**src/rtl/fetch_queue_unit.sv**
```systemverilog
// -----------------------------------------------------------------------------
// fetch_queue_unit
//
// Instruction-fetch front end with a prefetch queue. Owns the PC, issues one
// read per cycle to a synchronous (1-cycle latency) instruction ROM and buffers
// the returned instructions, tagged with their PCs, in a DEPTH-entry FIFO that
// feeds decode through a valid/ready handshake. A redirect flushes the queue
// and kills the read in flight.
//
// Build option: define FQ_JAL_PREDICT_EN to enable static JAL prediction
// (returned JAL retargets the PC, the wrong-path read is killed, the entry is
// tagged pred=1). Undefined: purely sequential fetch, o_if_pred tied low.
//
// Ports
//   i_clk, i_rst_n      clock; synchronous active-low reset
//   i_pll_lock          fetch permitted only while high
//   o_imem_req/addr     ROM read strobe and byte address
//   i_imem_rdata        ROM data, valid the cycle after o_imem_req
//   i_redirect/_pc      flush queue and restart fetch at i_redirect_pc
//   o_if_valid          queue head valid (gated low during a redirect)
//   i_id_ready          decode accepts head
//   o_if_instr/pc/pred  head instruction, its PC, predicted-taken tag
//   o_count             queue occupancy, 0..DEPTH
// -----------------------------------------------------------------------------
module fetch_queue_unit #(
  parameter int              XLEN     = 32,
  parameter int              DEPTH    = 4,
  parameter logic [XLEN-1:0] RESET_PC = XLEN'(32'h0040_0000)
) (
  input  logic                     i_clk,
  input  logic                     i_rst_n,
  input  logic                     i_pll_lock,
  output logic                     o_imem_req,
  output logic [XLEN-1:0]          o_imem_addr,
  input  logic [31:0]              i_imem_rdata,
  input  logic                     i_redirect,
  input  logic [XLEN-1:0]          i_redirect_pc,
  output logic                     o_if_valid,
  input  logic                     i_id_ready,
  output logic [31:0]              o_if_instr,
  output logic [XLEN-1:0]          o_if_pc,
  output logic                     o_if_pred,
  output logic [$clog2(DEPTH):0]   o_count
);

  localparam int AW = $clog2(DEPTH);
  localparam int CW = AW + 1;

  logic [XLEN-1:0] r_pc;
  logic            r_inflight;
  logic [XLEN-1:0] r_inflight_pc;
  logic [AW-1:0]   r_head;
  logic [AW-1:0]   r_tail;
  logic [CW-1:0]   r_count;
  logic [31:0]     r_q_instr [DEPTH];
  logic [XLEN-1:0] r_q_pc    [DEPTH];

  logic            w_if_valid;
  logic            w_pop;
  logic            w_push;
  logic            w_issue;
  logic            w_jal_take;
  logic [CW:0]     w_occupancy;
  logic [XLEN-1:0] w_pc_next;

  // Head is only presented when the queue holds something and no flush is
  // happening this cycle; a redirect voids the handshake.
  assign w_if_valid = (r_count != '0) & ~i_redirect;
  assign w_pop      = w_if_valid & i_id_ready;
  // A response that arrives in a redirect cycle belongs to the flushed path.
  assign w_push     = r_inflight & ~i_redirect;

  // Occupancy after this cycle's pop plus the response still owed: issuing
  // only when that is below DEPTH guarantees every response has a free slot.
  assign w_occupancy = {1'b0, r_count} - (CW+1)'(w_pop) + (CW+1)'(r_inflight);
  assign w_issue     = i_rst_n & i_pll_lock & ~i_redirect
                     & (w_occupancy < (CW+1)'(DEPTH));

`ifdef FQ_JAL_PREDICT_EN
  logic [XLEN-1:0] w_imm_j;
  logic [XLEN-1:0] w_jal_target;
  logic            r_q_pred [DEPTH];

  assign w_imm_j      = {{(XLEN-20){i_imem_rdata[31]}}, i_imem_rdata[19:12],
                         i_imem_rdata[20], i_imem_rdata[30:21], 1'b0};
  assign w_jal_take   = w_push & (i_imem_rdata[6:0] == 7'b1101111);
  assign w_jal_target = r_inflight_pc + w_imm_j;
  assign o_if_pred    = r_q_pred[r_head];
`else
  assign w_jal_take   = 1'b0;
  assign o_if_pred    = 1'b0;
`endif

  // Next PC priority: redirect > JAL target > sequential advance > hold.
  always_comb begin
    // NOTE: default first so every path assigns w_pc_next and no latch is inferred.
    w_pc_next = r_pc;
    if (w_issue)    w_pc_next = r_pc + XLEN'(4);
`ifdef FQ_JAL_PREDICT_EN
    if (w_jal_take) w_pc_next = w_jal_target;
`endif
    if (i_redirect) w_pc_next = i_redirect_pc;
  end

  always_ff @(posedge i_clk) begin
    if (!i_rst_n) begin
      r_pc          <= RESET_PC;
      r_inflight    <= 1'b0;
      r_inflight_pc <= '0;
      r_head        <= '0;
      r_tail        <= '0;
      r_count       <= '0;
      // NOTE: the queue storage is reset too, because the head outputs read it
      // directly and must show zero after reset; it is only DEPTH registers.
      for (int i = 0; i < DEPTH; i++) begin
        r_q_instr[i] <= '0;
        r_q_pc[i]    <= '0;
`ifdef FQ_JAL_PREDICT_EN
        r_q_pred[i]  <= 1'b0;
`endif
      end
    end else begin
      r_pc <= w_pc_next;
      // A read issued alongside a taken JAL fetches the fall-through path.
      r_inflight <= w_issue & ~w_jal_take;
      if (w_issue) r_inflight_pc <= r_pc;

      if (i_redirect) begin
        r_head  <= '0;
        r_tail  <= '0;
        r_count <= '0;
      end else begin
        if (w_push) begin
          r_q_instr[r_tail] <= i_imem_rdata;
          r_q_pc[r_tail]    <= r_inflight_pc;
`ifdef FQ_JAL_PREDICT_EN
          r_q_pred[r_tail]  <= w_jal_take;
`endif
          r_tail <= r_tail + AW'(1);
        end
        if (w_pop) r_head <= r_head + AW'(1);
        r_count <= r_count + CW'(w_push) - CW'(w_pop);
      end
    end
  end

  assign o_imem_req  = w_issue;
  assign o_imem_addr = r_pc;
  assign o_if_valid  = w_if_valid;
  assign o_if_instr  = r_q_instr[r_head];
  assign o_if_pc     = r_q_pc[r_head];
  assign o_count     = r_count;

endmodule

```
**config.mk**
```make
export PLATFORM = sky130hd
export DESIGN_NAME = fetch_queue_unit
export DESIGN_NICKNAME = d
export VERILOG_FILES = /design/src/rtl/fetch_queue_unit.sv
export SDC_FILE = /design/constraint.sdc
export NUM_CORES = 1
export LEC_CHECK = 0
export BUFFER_PORTS_ARGS = -buffer_cell sky130_fd_sc_hd__buf_2
export CORE_ASPECT_RATIO = 1.25
export CORE_MARGIN = 4
export CORE_UTILIZATION = 50
export CTS_BUF_LIST = sky130_fd_sc_hd__clkbuf_4 sky130_fd_sc_hd__clkbuf_8
export DETAILED_ROUTE_END_ITERATION = 8
export GPL_TIMING_DRIVEN = 0
export PLACE_DENSITY = 0.73
export SYNTH_ARGS = -nofsm -noshare
export SYNTH_HDL_FRONTEND = slang
export SYNTH_SLANG_ARGS = --single-unit
```
**constraint.sdc**
```tcl
create_clock -name i_clk -period 10 [get_ports i_clk]
set_input_delay 0.5 -clock i_clk [delete_from_list [all_inputs] [get_ports i_clk]]
set_output_delay 0.5 -clock i_clk [all_outputs]
set_load 0.05 [all_outputs]
```
### Yosys cells after proc, flatten, opt, wreduce, memory -nomap -nowiden

Memories as Yosys holds them, arrays and structs flattened. A register that Yosys moved wholly into a read port is not among the register bits.
Index checks and enable logic that the tools add are counted.

| word-level totals | value |
|---|---|
| memory bits (writable) | 256 |
| output and inout bits | 102 |
| memories | 2 |
| input port bits | 69 |
| register bits after elaboration | 72 |
| logic and storage cells | 46 |

| cells by class | value |
|---|---|
| muxes and demuxes | 17 |
| reduce and logical (&&, ||, !) cells | 5 |
| magnitude comparators | 1 |
| $add $sub $neg | 7 |
| bitwise gates (word level) | 8 |

Memories:

| memory | depth | width | read ports | clocked after memory_dff | write ports | RTL line | RTL |
|---|---|---|---|---|---|---|---|
| r_q_instr | 4 | 32 | 1 | 1 | 4 | 55 | `logic [31:0] r_q_instr [DEPTH];` |
| r_q_pc | 4 | 32 | 1 | 1 | 4 | 56 | `logic [XLEN-1:0] r_q_pc [DEPTH];` |

Operators by type and width:

| cell | count |
|---|---|
| 2-to-1 mux 32 bit | 4 |
| OR reduction 32 bit | 2 |
| adder 32 x 3 -> 32 bit, second input constant | 1 |
| 2-to-1 mux 2 bit | 6 |
| 2-to-1 mux 1 bit | 7 |
| bitwise AND 1 bit | 6 |
| adder 2 x 1 -> 2 bit, second input constant | 2 |
| adder 4 x 1 -> 4 bit | 1 |
| < comparator 4 x 3 -> 1 bit, second input constant | 1 |
| subtractor 3 x 1 -> 4 bit | 1 |
| adder 3 x 1 -> 3 bit | 1 |
| nonzero test 3 bit | 1 |
| subtractor 3 x 1 -> 3 bit | 1 |
| NOT 1 bit | 2 |
| nonzero test 2 bit | 1 |
| OR reduction 2 bit | 1 |

### Longest topological paths before layout

Gate-level depths: netlist (run 1).

| logic depth | value |
|---|---|
| depth in word-level cells | 9 |
| depth in mapped cells | 13 |

### Least setup slack after synthesis (run 1)

Ideal clock, no wire load.

| timing path | value |
|---|---|
| path type | input to register |
| from | in i_redirect |
| to | mem r_q_instr[0][0], enable pin |
| slack | 3,851 ps |
| path buffers | 1 |
| stages on the path | 4 |
| data required time | 9,426 ps |
| arrival time | 5,574 ps |
| setup time | 574 ps |
| path through | clkbuf_1 nor2_1 inv_1 o21ai_0 |

RTL lines:

| item | RTL line | RTL |
|---|---|---|
| start: declaration | 36 | `input logic i_redirect,` |
| end: declaration | 55 |  |

### Worst setup path in the final report (run 1)

| timing path | value |
|---|---|
| from | reg r_count[1] (netlist: o_count[1]) |
| to | out o_imem_req |

| between the ends | value |
|---|---|
| longest elaborated chain between the ends | 7 |

RTL lines:

| item | RTL line | RTL |
|---|---|---|
| start: declaration | 54 | `logic [CW-1:0] r_count;` |
| start signal: assignment | 142 | `r_count <= r_count + CW'(w_push) - CW'(w_pop);` |
| nonzero test 3 bit | 68 | `assign w_if_valid = (r_count != '0) & ~i_redirect;` |
| bitwise AND 1 bit | 68 |  |
| bitwise AND 1 bit | 69 | `assign w_pop = w_if_valid & i_id_ready;` |
| named net w_pop | 59 | `logic w_pop;` |
| subtractor 3 x 1 -> 4 bit | 75 | `assign w_occupancy = {1'b0, r_count} - (CW+1)'(w_pop) + (CW+1)'(r_inflight);` |
| adder 4 x 1 -> 4 bit | 75 |  |
| < comparator 4 x 3 -> 1 bit | 77 | `& (w_occupancy < (CW+1)'(DEPTH));` |
| bitwise AND 1 bit | 77 |  |
| end: declaration | 33 | `output logic o_imem_req,` |

The timed path passes the listed nets, and every way through them passes these cells.

==> summary.md, run 1 <==
| Metric | Value |
|---|---|
| Status | `completed` |
| Max-Cap Viols | `0` |
| Final Hold Vio Count | `0` |
| Depth of the CTS H-tree | `2` |
| Number of synthesized register bits | `330` |
| Peak VDD IR | `between 0.1 and 0.15 mV` |
| Rows | `68` |
| Period utilization | `0.473` |
| # setup viols final | `0` |
| Die Area | `31000 sq um` |
| Static Leak | `6.47 nW` |
| Post-Synthesis Cells | `1112` |
| Worst EP arrival | `between 4 and 5 ns` |
| Final RePlAce weighted congestion | `roughly 0.87` |
| Setup slack, reg-to-reg | `6.37 ns` |
| Inserted Clock Buffers | `50` |
| Util after Layout | `0.598` |
| Mux cell area share after synthesis | `0.105` |
| First-pass GRT wire length | `roughly 51000 um` |
| FMAX | `0.211 GHz` |
| Width of the die | `about 160 um` |
| Post-synth EDFFs | `about 260` |
| Syn avg cell area | `12.7 sq um` |
| Clock transition at path regs | `0.06 ns` |
| Max-slew violations | `0` |
| Final hold slack | `between 0.1 and 0.15 ns` |
| Unrepaired setup endpoints after global routing | `false` |
| Hold Path Depth | `3` |
| Reg2Reg Depth | `12` |
| Die H | `196 um` |
| Synthesized Nets | `1188` |
| Starting Density | `0.509` |
| Core area | `27700 sq um` |
| Max-slew headroom | `0.352` |
| Antenna diode count | `0` |
| HPWL Detailed | `roughly 22000 um` |
| Largest family of logic cells by synthesized area | `simple AND/OR/NAND/NOR gates` |
| Antenna Nets Post-Route | `0` |
| Synth Flop Type | `edfxtp_1` |
| Commonest non-fill, non-tap cell in the layout | `edfxtp_1` |
| Starting DRC count in detailed routing | `574` |
| WL met3 | `between 2000 and 2500 um` |
| Placement Setup Slack | `5.50 ns` |
| Yosys cell types | `50` |
| Initial antenna violation count | `0` |
| Clk Latency, worst-skew pair | `roughly 0.57 ns` |
| Final Critical Period | `4.73 ns` |
| Dpl cells | `1636` |
| Largest area contributor in the netlist | `edfxtp_1` |
| Xor/xnor share of the synthesized area | `0.0167` |
| Critical Path RT | `9.50 ns` |
| Drt wl/cell | `18.9 um` |
| Max Root-Sink Buffers | `3` |
| Top Metal Used | `met4` |
| Crit-path max FO | `10` |
| Post-Layout Inst Area | `16600 sq um` |
| Startpoint Class | `register` |
| Pwr Total | `around 2.9 mW` |
| Port buffer count | `167` |
| Root buffer cell | `clkbuf_8` |
| Wire length on met1 | `12700 um` |
| WL met2 | `roughly 17000 um` |
| Worst Skew | `0.0160 ns` |
| Fill cells | `2283` |
| TritonCTS Sinks | `330` |
| Final cell count without fillers | `about 1700` |
| Area after DPL | `15600 sq um` |
| Share of layout cells above drive strength 1 | `0.257` |
| Vias in the first global route | `9620` |
| Total vias in the final route | `9251` |
| Proportion of netlist area held by the largest area contributor | `0.544` |
| Pwr dens | `~170 nW/um^2` |
| Post-CTS Resized | `0` |
| Yosys warnings | `0` |
| # hold bufs at CTS | `0` |
| Nets@finish | `1414` |
| Fin Setup TNS | `0 ns` |
| Synth async-reset ratio | `0` |
| Synthesis-to-layout area growth | `17.4%` |
| Drt pass-1 iters | `5` |
| Grt ovf | `0` |
| Detailed-route wire length | `32600 um` |
| Top Ports | `between 150 and 200` |
| Most frequent cells in the layout | `256 x edfxtp_1, 205 x nor2_1, 178 x buf_2` |
| GRT Util Overall | `0.212` |
| Slew @ Worst Pin | `0.972 ns` |
| Setup WS post-layout | `between 5 and 6 ns` |
| Post-Synth Simple-Gate Area | `0.120` |
| Adder-Cell Fraction of Synth Area | `0.00673` |
| Worst min-delay path category | `input pin to register` |
| CTS tree | `built` |
| Synth top area cells | `edfxtp_1 54%, dfxtp_1 10%, mux4_2 10%` |
| Largest net degree at the start of global routing | `49` |
| Sequential fraction of the synthesis area | `0.649` |
| Compound-Gate Fraction of Synth Area | `0.0576` |
| Synthesized area | `14100 sq um` |
| Crit. End Element | `primary output` |
| Setup Crit Path Kind | `register to primary output` |
| Postcts setup bufs | `0` |
| Vias per cell | `5.37` |
| DRC viols | `0` |
## cell usage after synthesis (2+ instances only)
cell / n
nor2b_1: 3
or4_1: 3
xor2_1: 3
a2111oi_4: 6
a2111oi_2: 3
mux4_2: 64
buf_2: 11
buf_4: 4
xnor2_1: 24
a211oi_1: 13
or4_4: 2
nand2_1: 150
o21ai_0: 54
nor3_1: 3
nand2b_1: 2
a21oi_1: 19
buf_1: 6
edfxtp_1: 256
and3_1: 5
a32oi_1: 5
ha_1: 6
a21o_1: 2
o21ai_1: 3
and2_1: 5
a31oi_1: 2
mux2i_1: 4
and4_1: 3
inv_1: 80
clkbuf_1: 49
dfxtp_1: 74
nand3_1: 17
nor2_1: 205
nand4_1: 9
## state kept, by name (all words and copies together) (netlist names), named ones only
signal / count
r_tail: 2
o_count: 3
r_q_pc: 128
r_inflight: 1
r_inflight_pc: 32
r_q_instr: 128
r_head: 2
o_imem_addr: 32
## per-layer routing
| layer | track usage | vias to the layer above |
|---|---|---|
| met5 | 0 | - |
| met4 | 0.0553 | 0 |
| met3 | 0.0375 | 56 |
| met2 | 0.381 | 314 |
| met1 | 0.264 | 4495 |
| li1 | - | 4386 |
## cell families after synthesis
| family | Yosys count |
|---|---|
| AO/OA/AOI/OAI | 113 |
| XOR/XNOR | 27 |
| adder cells (fa/ha/maj) | 7 |
| buffers and inverters | 154 |
| flip-flops | 330 |
| multiplexers | 68 |
| other | 1 |
| AND/OR/NAND/NOR | 412 |
## area by class of cell
| type | count | area, sq um | area share |
|---|---|---|---|
| well taps | 350 | 438 | 0.0264 |
| clock inverters | 16 | 130 | 0.00785 |
| flip-flops and latches | 330 | 9170 | 0.553 |
| multi-input cells | 628 | 4370 | 0.263 |
| repair buffers | 174 | 983 | 0.0593 |
| plain buffers | 73 | 328 | 0.0198 |
| clock buffers | 71 | 858 | 0.0518 |
| inverters | 81 | 304 | 0.0183 |
## worst max-delay path, cell delays in order (launching register included)
cell and delay [ns]:
dfxtp_1 0.44, nor3_1 0.10, nor3b_1 0.56, ha_1 0.26
inv_1 0.04, ha_1 0.25, and3b_1 0.18, or4_4 0.48
buf_6 0.17, a211oi_1 0.40, buf_2 0.27, buf_4 0.20
buf_2 0.28
## report_power, final
group          leakage (nW)  switching, mW  internal (mW)
clock network         0.521          0.500          0.603
logic                  2.70          0.164         0.0643
registers              3.25         0.0303           1.53
total                  6.47          0.694           2.20
## path summary, 6_finish.rpt
check	from	end
max	o_count[1]$_SDFF_PP0_	o_imem_req
min	i_redirect_pc[8]	o_imem_addr[8]$_SDFFE_PN0P_
max reg2reg	o_count[1]$_SDFF_PP0_	r_inflight_pc[29]$_SDFFE_PN0P_
min reg2reg	r_inflight_pc[22]$_SDFFE_PN0P_	r_inflight_pc[22]$_SDFFE_PN0P_
Note: power is estimated with default switching activity, not from simulation.
==> run 2: changes to the inputs <==
- PLACE_DENSITY: 0.73 -> 0.76
- clock period: 10 -> 4 ns (I/O delays scaled with it)
==> summary.md, run 2 (synthesis gave the netlist of run 1 again) <==
| Metric | Value |
|---|---|
| CTS tree | `built` |
| Unrepaired setup endpoints after global routing | `false` |
| Worst EP arrival | `3.59 ns` |
| Max-Cap Viols | `0` |
| TritonCTS Sinks | `330` |
| DRC viols | `0` |
| Final Hold Vio Count | `0` |
| Grt ovf | `0` |
| Worst Path Buf+Inv | `5` |
| Width of the die | `roughly 160 um` |
| Cell family with most CP delay | `simple AND/OR/NAND/NOR gates` |
| Crit path cell chain | `nor3_2 > nor3b_2 > ha_1 > inv_1 > ha_1 > and3b_1 > or4_4 > buf_6 > a211oi_2 > buf_2 > buf_4 > buf_4` |
| Die H | `just under 200 um` |
| Status | `completed` |
| Initial antenna violation count | `0` |
| Crit-path max cell delay | `roughly 0.48 ns` |
| GRT Util Overall | `0.222` |
| Core area | `27700 sq um` |
| Setup Crit Path Kind | `register to primary output` |
| Root buffer cell | `clkbuf_8` |
| Share of layout cells above drive strength 1 | `0.248` |
| Max Root-Sink Buffers | `3` |
| Fill cells | `2089` |
| Largest net degree at the start of global routing | `43` |
| Depth of the CTS H-tree | `2` |
| Antenna diode count | `0` |
| Drt wl/cell | `19.1 um` |
| Inserted Clock Buffers | `50` |
| Top Ports | `roughly 170` |
| Nets@finish | `1480` |
| Pwr dens | `roughly 420 nW/um^2` |
| Placement Setup Slack | `roughly 0.20 ns` |
| First-pass GRT wire length | `53500 um` |
| Crit. End Element | `primary output` |
| HPWL Detailed | `22000 um` |
| Startpoint Class | `register` |
| Vias in the first global route | `10027` |
| Worst Skew | `0.0165 ns` |
| Crit-path slowest cell | `or4_4` |
| Area after DPL | `15600 sq um` |
| Critical Path RT | `3.80 ns` |
| Vias per cell | `between 5 and 6` |
| Die Area | `31000 sq um` |
| # setup viols final | `0` |
| Clock transition at path regs | `around 0.07 ns` |
| Period utilization | `0.946` |
| Drt pass-1 iters | `5` |
| Peak VDD IR | `0.261 mV` |
| Port buffer count | `167` |
| Crit-path max FO | `10` |
| Post-Layout Inst Area | `~17000 sq um` |
| Total vias in the final route | `9741` |
| Starting DRC count in detailed routing | `709` |
| Most frequent cells in the layout | `256 x edfxtp_1, 205 x nor2_1, 177 x buf_2` |
| Final Critical Period | `3.79 ns` |
| FMAX | `0.264 GHz` |
| Detailed-route wire length | `34300 um` |
| Final RePlAce weighted congestion | `0.856` |
| Clk Latency, worst-skew pair | `0.57 ns` |
| Setup WS post-layout | `about 0.21 ns` |
| Starting Density | `0.509` |
| Synthesis-to-layout area growth | `22.3%` |
| Top flop regs | `r_q_instr (128), r_q_pc (128)` |
| Worst min-delay path category | `input pin to register` |
| Commonest non-fill, non-tap cell in the layout | `edfxtp_1` |
| Max-slew headroom | `0.359` |
| Max-slew violations | `0` |
| Slew @ Worst Pin | `0.959 ns` |
| Static Leak | `roughly 6.8 nW` |
| Util after Layout | `0.623` |
| Rows | `68` |
| Antenna Nets Post-Route | `0` |
run 2: final timing paths:
check,from,end,depth (start not counted),slack (ns)
setup / recovery,o_count[2]$_SDFF_PP0_,o_imem_req,12,0.21
hold / removal,i_pll_lock,o_imem_addr[5]$_SDFFE_PN0P_,5,0.13
setup reg to reg,o_count[2]$_SDFF_PP0_,r_inflight_pc[8]$_SDFFE_PN0P_,12,0.95
hold reg to reg,r_inflight_pc[13]$_SDFFE_PN0P_,r_inflight_pc[13]$_SDFFE_PN0P_,2,0.46
run 2: metrics by stage:
step / TNS (ns) / hold WS [ns] / cells / total power [mW]
3_3_place_gp: -391.94 / 0.422 / 1629 / 4.53
5_1_grt: 0 / 0.131 / 1791 / 7.54
4_1_cts: 0 / 0.0835 / 1791 / 7.34
2_1_floorplan: -18.23 / 0.309 / 1112 / 4.34
3_5_place_dp: 0 / 0.412 / 1637 / 4.55
6_report: 0 / 0.132 / 1791 / 7.30
run 2: layer usage:
metal	vias to the layer above	GRT usage	part of all wire
met3	59	0.0406	0.068
met4	0	0.0654	0.023
met1	4757	0.282	0.39
li1	4529	-	-
met2	396	0.386	0.52
met5	-	0	0
run 2: where the power goes:
part,internal [mW],switching (mW),leakage (nW)
registers,3.82,0.0767,3.25
logic,0.207,0.427,2.99
clock network,1.51,1.26,0.524
total,5.53,1.76,6.77
run 2: layout make-up:
class | instances | area, sq um | share of cell area
Multi-Input combinational cell | 628 | 4380 | 0.253
Clock inverter | 19 | 134 | 0.00775
Timing Repair Buffer | 240 | 1670 | 0.0966
Tap cell | 350 | 438 | 0.0253
Clock buffer | 70 | 857 | 0.0496
Sequential cell | 330 | 9170 | 0.531
Buffer | 73 | 328 | 0.0190
Inverter | 81 | 304 | 0.0176
run 2: tightest hold or removal path: stages:
cell and delay [ns]:
buf_2 0.12, nand4_1 0.08, a21oi_1 0.05, xnor2_1 0.13
a21oi_1 0.06
run 2: what timing repair did:
action,in CTS,in global routing
endpoints found under the hold margin,100,0
pin swaps,1,0
setup buffers,1,0
hold buffers,64,0
resized for setup,3,2
endpoints found under the setup margin,1,1
==> run 3: changes to the inputs <==
- PLACE_DENSITY: 0.76 -> 0.73
- clock period: 4 -> 4.8 ns (I/O delays scaled with it)
==> summary.md, run 3 (synthesis gave the netlist of run 1 again) <==
| Metric | Value |
|---|---|
| Max-slew headroom | `0.353` |
| Static Leak | `about 6.7 nW` |
| Crit-path max cell delay | `0.53 ns` |
| Hold Path Sink | `r_q_instr[3][9]$_DFFE_PP_` |
| Max-slew violations | `0` |
| Most frequent cells in the layout | `256 x edfxtp_1, 205 x nor2_1, 178 x buf_2` |
| Clk Latency, worst-skew pair | `between 0.5 and 0.6 ns` |
| Period utilization | `0.931` |
| Nets@finish | `1462` |
| Commonest non-fill, non-tap cell in the layout | `edfxtp_1` |
| Grt ovf | `0` |
| Peak VDD IR | `0.209 mV` |
| First-pass GRT wire length | `51700 um` |
| Core area | `27700 sq um` |
| CTS tree | `built` |
| Worst hold start | `i_imem_rdata[9]` |
| Worst EP arrival | `4.23 ns` |
| Setup Crit Path Kind | `register to primary output` |
| Top Ports | `171` |
| Starting DRC count in detailed routing | `589` |
| Final Critical Period | `4.47 ns` |
| Crit path cell chain | `nor3_1 > nor3b_1 > ha_1 > inv_1 > ha_1 > and3b_1 > or4_4 > buf_6 > a211oi_1 > buf_2 > buf_4 > buf_2` |
| Pwr Total | `6.09 mW` |
| Max Root-Sink Buffers | `3` |
| RR Endpoint | `r_inflight_pc[7]$_SDFFE_PN0P_` |
| Width of the die | `158 um` |
| Synthesis-to-layout area growth | `21.1%` |
| Worst Skew | `0.0154 ns` |
| Slew @ Worst Pin | `0.967 ns` |
| Die Area | `31000 sq um` |
| Pwr dens | `356 nW/um^2` |
| Hold Path Depth | `3` |
| Port buffer count | `167` |
| Starting Density | `0.509` |
| Vias per cell | `5.32` |
| Die H | `196 um` |
| Area after DPL | `15600 sq um` |
| DRC viols | `0` |
| Area of the multi-input gates | `between 4000 and 5000 sq um` |
| GRT Util Overall | `0.212` |
| Detailed-route wire length | `about 33000 um` |
| Drt pass-1 iters | `5` |
| Final RePlAce weighted congestion | `0.841` |
| Fill cells | `2189` |
| Initial antenna violation count | `0` |
| Rows | `68` |
| FF/Latch Area | `between 9000 and 10000 sq um` |
| Antenna diode count | `0` |
| Post-Layout Inst Area | `17100 sq um` |
| Unrepaired setup endpoints after global routing | `false` |
| Total vias in the final route | `9453` |
| Max-Cap Viols | `0` |
| Drt wl/cell | `18.4 um` |
| Top flop regs | `r_q_instr (128), r_q_pc (128)` |
| Status | `completed` |
| Crit-path slowest cell | `nor3b_1` |
| Inserted Clock Buffers | `51` |
| FMAX | `0.224 GHz` |
| TritonCTS Sinks | `330` |
| Startpoint Class | `register` |
| Clock transition at path regs | `0.06 ns` |
| Crit. End Element | `primary output` |
| Crit-path max FO | `10` |
| Final Hold Vio Count | `0` |
| Largest net degree at the start of global routing | `53` |
| Worst min-delay path category | `input pin to register` |
| Postcts setup bufs | `0` |
| HPWL Detailed | `21700 um` |
| Root buffer cell | `clkbuf_8` |
| Share of layout cells above drive strength 1 | `0.250` |
| Crit Reg-Reg Startpoint | `o_count[1]$_SDFF_PP0_` |
| Setup slack, reg-to-reg | `1.16 ns` |
| Vias in the first global route | `9931` |
| Reg2Reg Depth | `12` |
| Antenna Nets Post-Route | `0` |
| Depth of the CTS H-tree | `2` |
| # setup viols final | `0` |
| Critical Path RT | `4.56 ns` |
==> run 3: changes by cell type in the layout (fill, tap and decap cells not counted), moves of 2 or more <==
cell           delta
dlygate4sd3_1    -17
clkinv_2          +5
buf_12            -2
buf_4             -2
==> run 3: stage by stage <==
stage	setup slack, ns	hold slack (ns)	instances	utilization	setup TNS, ns
2_1_floorplan	-1.09	0.349	1112	-	-139.99
3_3_place_gp	-4.81	0.445	1629	0.555	-714.06
3_5_place_dp	0.815	0.451	1636	0.563	0
4_1_cts	0.256	0.000931	1778	0.617	0
5_1_grt	0.126	0.0156	1778	0.617	0
6_report	0.329	0.0257	1778	0.617	0
==> run 3: how the worst max path moves through the flow <==
stage                               start                             end  slack (ns)  depth (start not counted)
floorplan                      i_redirect   r_q_instr[1][0]$_SDFFCE_PN0P_       -1.09                          4
global placement               i_redirect  r_q_instr[2][24]$_SDFFCE_PN0P_       -4.81                          4
detailed placement             i_redirect                      o_imem_req        0.81                         12
CTS                 o_count[1]$_SDFF_PP0_                      o_imem_req        0.26                         12
global route        o_count[1]$_SDFF_PP0_                      o_imem_req        0.13                         12
finish              o_count[1]$_SDFF_PP0_                      o_imem_req        0.33                         12
==> run 3: repair_timing <==
item | 4_1_cts | 5_1_grt
endpoints found under the hold margin | 47 | 0
hold buffers | 47 | 0
resized for setup | 0 | 0
==> run 3: power breakdown <==
| group | internal (mW) | switching (mW) |
|---|---|---|
| Sequential | 3.18 | 0.0621 |
| Combinational | 0.161 | 0.349 |
| Clock | 1.27 | 1.07 |
==> run 3: final cells by class <==
| class | count | share of cell area |
|---|---|---|
| plain buffers | 73 | 0.0192 |
| clock buffers | 70 | 0.0501 |
| clock inverters | 25 | 0.00973 |
| inverters | 81 | 0.0178 |
| multi-input cells | 628 | 0.255 |
| flip-flops and latches | 330 | 0.536 |
| well taps | 350 | 0.0256 |
| repair buffers | 221 | 0.0863 |
==> run 3: critical path, delay by kind of cell, from the launching register on <==
family                     cells  cell delay [ns]
and+or+nand+nor                4             1.30
buffers and inverters          5             0.98
adders and majority gates      2             0.51
DFF                            1             0.44
AOI/OAI and AO/OA              1             0.42
==> run 3: metal layers <==
| metal | global-route usage | share of wire | vias up |
|---|---|---|---|
| li1 | - | - | 4487 |
| met1 | 0.263 | 0.38 | 4538 |
| met2 | 0.380 | 0.52 | 360 |
| met3 | 0.0380 | 0.070 | 68 |
| met4 | 0.0588 | 0.024 | 0 |
| met5 | 0 | 0 | - |
